===== config.mk =====
export PLATFORM = sky130hd
export DESIGN_NAME = par2ser_tx
export DESIGN_NICKNAME = d
export VERILOG_FILES = /design/src/rtl/par2ser_pkg.sv /design/src/rtl/par2ser_shreg.sv /design/src/rtl/par2ser_tx.sv
export SDC_FILE = /design/constraint.sdc
export NUM_CORES = 1
export LEC_CHECK = 0
export ABC_CLOCK_PERIOD_IN_PS = 2700
export CAP_MARGIN = 0
export CORE_ASPECT_RATIO = 1.25
export CORE_MARGIN = 4
export CORE_UTILIZATION = 34
export CTS_BUF_LIST = sky130_fd_sc_hd__clkbuf_2 sky130_fd_sc_hd__clkbuf_4 sky130_fd_sc_hd__clkbuf_8
export CTS_CLUSTER_SIZE = 30
export DETAILED_ROUTE_END_ITERATION = 10
export GPL_ROUTABILITY_DRIVEN = 0
export HOLD_SLACK_MARGIN = 0.02
export SYNTH_ARGS = -nofsm -noshare
export SYNTH_HDL_FRONTEND = slang
export SYNTH_SLANG_ARGS = --single-unit

===== constraint.sdc =====
create_clock -name clk -period 2.7 [get_ports clk]
set_input_delay 0.54 -clock clk [delete_from_list [all_inputs] [get_ports clk]]
set_output_delay 0.54 -clock clk [all_outputs]
set_load 0.005 [all_outputs]

===== src/rtl/par2ser_pkg.sv =====
// Shared definitions for the parallel/serial register path (serializer and deserializer).
package par2ser_pkg;

  localparam logic [0:0] ST_IDLE  = 1'b0;
  localparam logic [0:0] ST_SHIFT = 1'b1;

  // Bits needed to hold values 0..n-1; minimum of 1 so a 1-bit counter is never zero-width.
  function automatic int unsigned clog2(input int unsigned n);
    int unsigned r;
    int unsigned v;
    r = 0;
    v = (n > 1) ? n - 1 : 1;
    while (v > 0) begin
      r = r + 1;
      v = v >> 1;
    end
    return r;
  endfunction

endpackage


===== src/rtl/par2ser_shreg.sv =====
// Word register with parallel load and single-position shift toward the output end.
module par2ser_shreg #(
  parameter int unsigned WIDTH     = 16,
  parameter int unsigned LSB_FIRST = 1
) (
  input  logic             clk,
  input  logic             rst_n,
  input  logic             load,
  input  logic [WIDTH-1:0] load_data,
  input  logic             shift,
  output logic [WIDTH-1:0] q
);

  logic [WIDTH-1:0] shifted;

  // Vacated bit is zero-filled; shift direction moves the next bit onto the output end.
  generate
    if (LSB_FIRST != 0) begin : g_lsb
      assign shifted = {1'b0, q[WIDTH-1:1]};
    end else begin : g_msb
      assign shifted = {q[WIDTH-2:0], 1'b0};
    end
  endgenerate

  always_ff @(posedge clk or negedge rst_n) begin
    if (!rst_n) begin
      q <= '0;
    end else if (load) begin
      q <= load_data;
    end else if (shift) begin
      q <= shifted;
    end
  end

endmodule


===== src/rtl/par2ser_tx.sv =====
// Parallel-to-serial transmitter: valid/ready word in, valid/ready bit stream out with last flag.
module par2ser_tx
  import par2ser_pkg::*;
#(
  parameter int unsigned REG_WIDTH = 16,
  parameter int unsigned LSB_FIRST = 1
) (
  input  logic                 clk,
  input  logic                 rst,
  input  logic                 load_valid,
  output logic                 load_ready,
  input  logic [REG_WIDTH-1:0] load_data,
  output logic                 ser_valid,
  input  logic                 ser_ready,
  output logic                 ser_data,
  output logic                 ser_last,
  output logic                 busy
);

  localparam int unsigned CNT_W = clog2(REG_WIDTH);
  localparam logic [CNT_W-1:0] CNT_MAX = CNT_W'(REG_WIDTH - 1);

  logic [0:0]           state_q, state_d;
  logic [CNT_W-1:0]     count_q, count_d;
  logic                 sh_load, sh_shift;
  logic [REG_WIDTH-1:0] shreg_q;
  logic                 in_shift, at_last;

  par2ser_shreg #(
    .WIDTH     (REG_WIDTH),
    .LSB_FIRST (LSB_FIRST)
  ) u_shreg (
    .clk       (clk),
    .rst_n     (rst),
    .load      (sh_load),
    .load_data (load_data),
    .shift     (sh_shift),
    .q         (shreg_q)
  );

  always_ff @(posedge clk or negedge rst) begin
    if (!rst) begin
      state_q <= ST_IDLE;
      count_q <= '0;
    end else begin
      state_q <= state_d;
      count_q <= count_d;
    end
  end

  // Next state: reload on the final bit's handshake keeps back-to-back words bubble-free.
  always_comb begin
    state_d  = state_q;
    count_d  = count_q;
    sh_load  = 1'b0;
    sh_shift = 1'b0;
    case (state_q)
      ST_IDLE: begin
        if (load_valid) begin
          sh_load = 1'b1;
          count_d = CNT_MAX;
          state_d = ST_SHIFT;
        end
      end
      ST_SHIFT: begin
        if (ser_ready) begin
          if (count_q != '0) begin
            sh_shift = 1'b1;
            count_d  = count_q - CNT_W'(1);
          end else if (load_valid) begin
            sh_load = 1'b1;
            count_d = CNT_MAX;
          end else begin
            state_d = ST_IDLE;
          end
        end
      end
      default: state_d = ST_IDLE;
    endcase
  end

  assign in_shift = (state_q == ST_SHIFT);
  assign at_last  = (count_q == '0);

  // load_ready deliberately depends combinationally on ser_ready to allow zero-bubble reload.
  assign load_ready = !in_shift || (at_last && ser_ready);
  assign ser_valid  = in_shift;
  assign busy       = in_shift;
  assign ser_last   = in_shift && at_last;
  assign ser_data   = in_shift && ((LSB_FIRST != 0) ? shreg_q[0] : shreg_q[REG_WIDTH-1]);

endmodule


==> flow_summary.ini, run 1 <==
[flow_run]
drv_cap = 0

[cts]
cts_max_path_buffers = 2
numCtsBuffers = 3
postCtsHoldBufs = 0
clock_insertion_delay_worst_skew_ns = 0.27
cts_sinks = 21
cts_tree = built
cts.htree.levels = 1
cts-root-buf = clkbuf_8
clk_pin_slew_ns = 0.08

[global_routing]
grt_pass1_vias = 1220
grt_max_degree = 22
overflow = 0
met2_usage_pct = 22.82
met1_usage_pct = 17.72
use_met3_pct = 2.546
antenna_found_initial = 0
grt_usage_pct = 13.76
grt_pass1_wl_mm = 5.651
grt_busiest_layer = met2

[min_path]
min_path_type = reg2reg

[finish]
num-fill-cells = 383
num_antenna_cells = 0
area_growth_pct = 23.55
layout_common_cells = 24 x clkdlybuf4s50_1, 21 x nor3_1, 21 x dfrtp_1, 17 x inv_1, 16 x nor2_1
mostFrequentLayoutCell = clkdlybuf4s50_1
drive_gt1_share_pct = 20.12
nets = 191
instances_no_fill = 223

[setup_path]
worst_setup_path_end_kind = output port
critPathMaxFanout = 6
required_ns = 2.16
start_kind = register
criticalPathCategory = reg2out
crit_arrival_ns = 2.06

[place]
placed_cells = 217
dp_hpwl_mm = 2.279
place_ws_ns = 0.1129
io_buffer_count = 24

[sta]
slew_viol_final = 0
slew_headroom_pct = 34.36
setup-violations-final = 0
tightest_slew_ns = 0.9837
hold_viol_final = 0
period_needed_ns = 2.602
setup_slack_ns = 0.09849
finClkSkew_ns = 0.004718
clock.fmax_ghz = 0.3844
finalCritPeriodShare_pct = 96.35
whs_ns = 0.5336
tns_ns = 0

[route]
wl_mm = 3.322
drtIter0Drc = 52
route.detailed.drc = 0
first_pass_iters = 4
via_per_inst = 5.206
vias = 1161
wire_per_inst_um = 14.90
drtAntennaViolNets = 0

[logic_synthesis]
syn_area_per_cell_um2 = 9.461
synth_edf_count = 0
yosysWarnings = 0
synth_area_um2 = 1381
synth.distinct_cells = 36
yosysSeqAreaShare_pct = 38.04
syn_nets = 167
ys_async_sr_fraction_pct = 100.0
ys_seq_elements = 21
syn_inst = 146
synth_top_flop_cell = dfrtp_1

[floorplan]
core_area_um2 = 3847
fp-row-count = 25
die_h_um = 79.27
die-area_um2 = 5153
start_util_pct = 35.90
die_x_um = 65.01
io-pin-count = 25

[power]
max-vdd-ir-drop_mv = 0.2667
p_int_uw = 861.3
pwr_density_cell_nw_per_um2 = 794.4
p_seq_share_pct = 41.7
comb_power_share_pct = 41.4
p_clk_share_pct = 16.9
p_total_mw = 1.356
p_leak_nw = 0.7114
p_sw_uw = 494.5
switching_share_pct = 36.47

[run_status]
status = finished, final reports clean
[kinds of logic (layout without fill, tap and decap cells)]
kind of cell    after synthesis  count (layout)  synth area share (%)
fa+ha+maj                     1               1                0.9057
compound gates               27              27                 21.38
mux                           1               1                0.7247
buf+inv                      29              52                 11.14
simple gates                 67              67                 27.81
flops                        21              21                 38.04
[state kept, by name, indices dropped and copies added, names as in the netlist]
| name | flops |
|---|---|
| count_q | 4 |
| busy | 1 |
| u_shreg.q | 16 |
[metrics by stage]
stage | utilization, % | cell area, µm²
2_1_floorplan | - | 1381
3_3_place_gp | 42.54 | 1637
3_5_place_dp | 42.54 | 1637
4_1_cts | 43.80 | 1685
5_1_grt | 44.36 | 1707
6_report | 44.36 | 1707
[synth_stat cells (2+ instances only)]
cell type / count / area share (%)
a2111oi_1: 5 / 3.6
a2111oi_2: 10 / 11
a21o_1: 2 / 1.1
a2bb2oi_1: 2 / 1.3
and2_1: 2 / 0.91
buf_2: 5 / 1.8
buf_4: 2 / 1.1
buf_6: 2 / 1.6
clkbuf_1: 2 / 0.54
dfrtp_1: 21 / 38
inv_1: 17 / 4.6
nand2_1: 7 / 1.9
nand2b_1: 3 / 1.4
nor2_1: 16 / 4.3
nor3_1: 21 / 7.6
nor3_2: 9 / 6.5
[routing by layer]
layer,share of wire [%],routed length [µm],vias up
met5,0,0,-
met1,45,1492,574
met4,1.5,49,0
li1,-,-,561
met2,50,1659,22
met3,3.6,120,4
[worst paths after layout]
path                                     startpoint                         to  slack, ns  cells past startpoint
max                          count_q[0]$_DFFE_PN0P_                 load_ready        0.1                      6
min                        u_shreg.q[0]$_DFFE_PN0P_   u_shreg.q[0]$_DFFE_PN0P_       0.53                      2
max reg2reg                  count_q[0]$_DFFE_PN0P_  u_shreg.q[13]$_DFFE_PN0P_       0.17                      6
min reg2reg                u_shreg.q[0]$_DFFE_PN0P_   u_shreg.q[0]$_DFFE_PN0P_       0.53                      2
max in group asynchronous                       rst  u_shreg.q[14]$_DFFE_PN0P_       1.86                      2
min in group asynchronous                       rst   u_shreg.q[4]$_DFFE_PN0P_       0.62                      2
[critical path, stage by stage (launching register included)]
cell and delay, ns:
dfrtp_1 0.42, inv_1 0.07, ha_1 0.23, nor3b_4 0.36
nand2_1 0.12, nand2_1 0.08, clkdlybuf4s50_1 0.51
[cell type report]
| type | count | area (µm²) | area share [%] |
|---|---|---|---|
| Clock buffer | 4 | 48.80 | 2.859 |
| Inverter | 17 | 63.81 | 3.739 |
| Multi-Input combinational cell | 96 | 708.2 | 41.50 |
| Sequential cell | 21 | 525.5 | 30.79 |
| Tap cell | 54 | 67.56 | 3.959 |
| Timing Repair Buffer | 31 | 292.8 | 17.16 |
[power by group through the flow]
| stage | sequential [mW] | combinational [mW] | clock, mW |
|---|---|---|---|
| CTS | 0.562 | 0.553 | 0.228 |
| floorplan | 0.532 | 0.439 | 0 |
| global placement | 0.563 | 0.531 | 0 |
| global route | 0.589 | 0.630 | 0.246 |
| detailed placement | 0.568 | 0.552 | 0 |
| finish | 0.566 | 0.561 | 0.229 |
[repair_timing]
item | CTS | global route
setup buffers | 0 | 2
resized for setup | 0 | 1
endpoints found under the setup margin | 0 | 9
No activity file was read; power rests on OpenSTA's default activity.
==> inputs of run 2 (changes only) <==
- SKIP_CTS_REPAIR_TIMING: not set -> 1
==> results of run 2 <==
Final layout, timing and power as in run 1 (identical DEF).
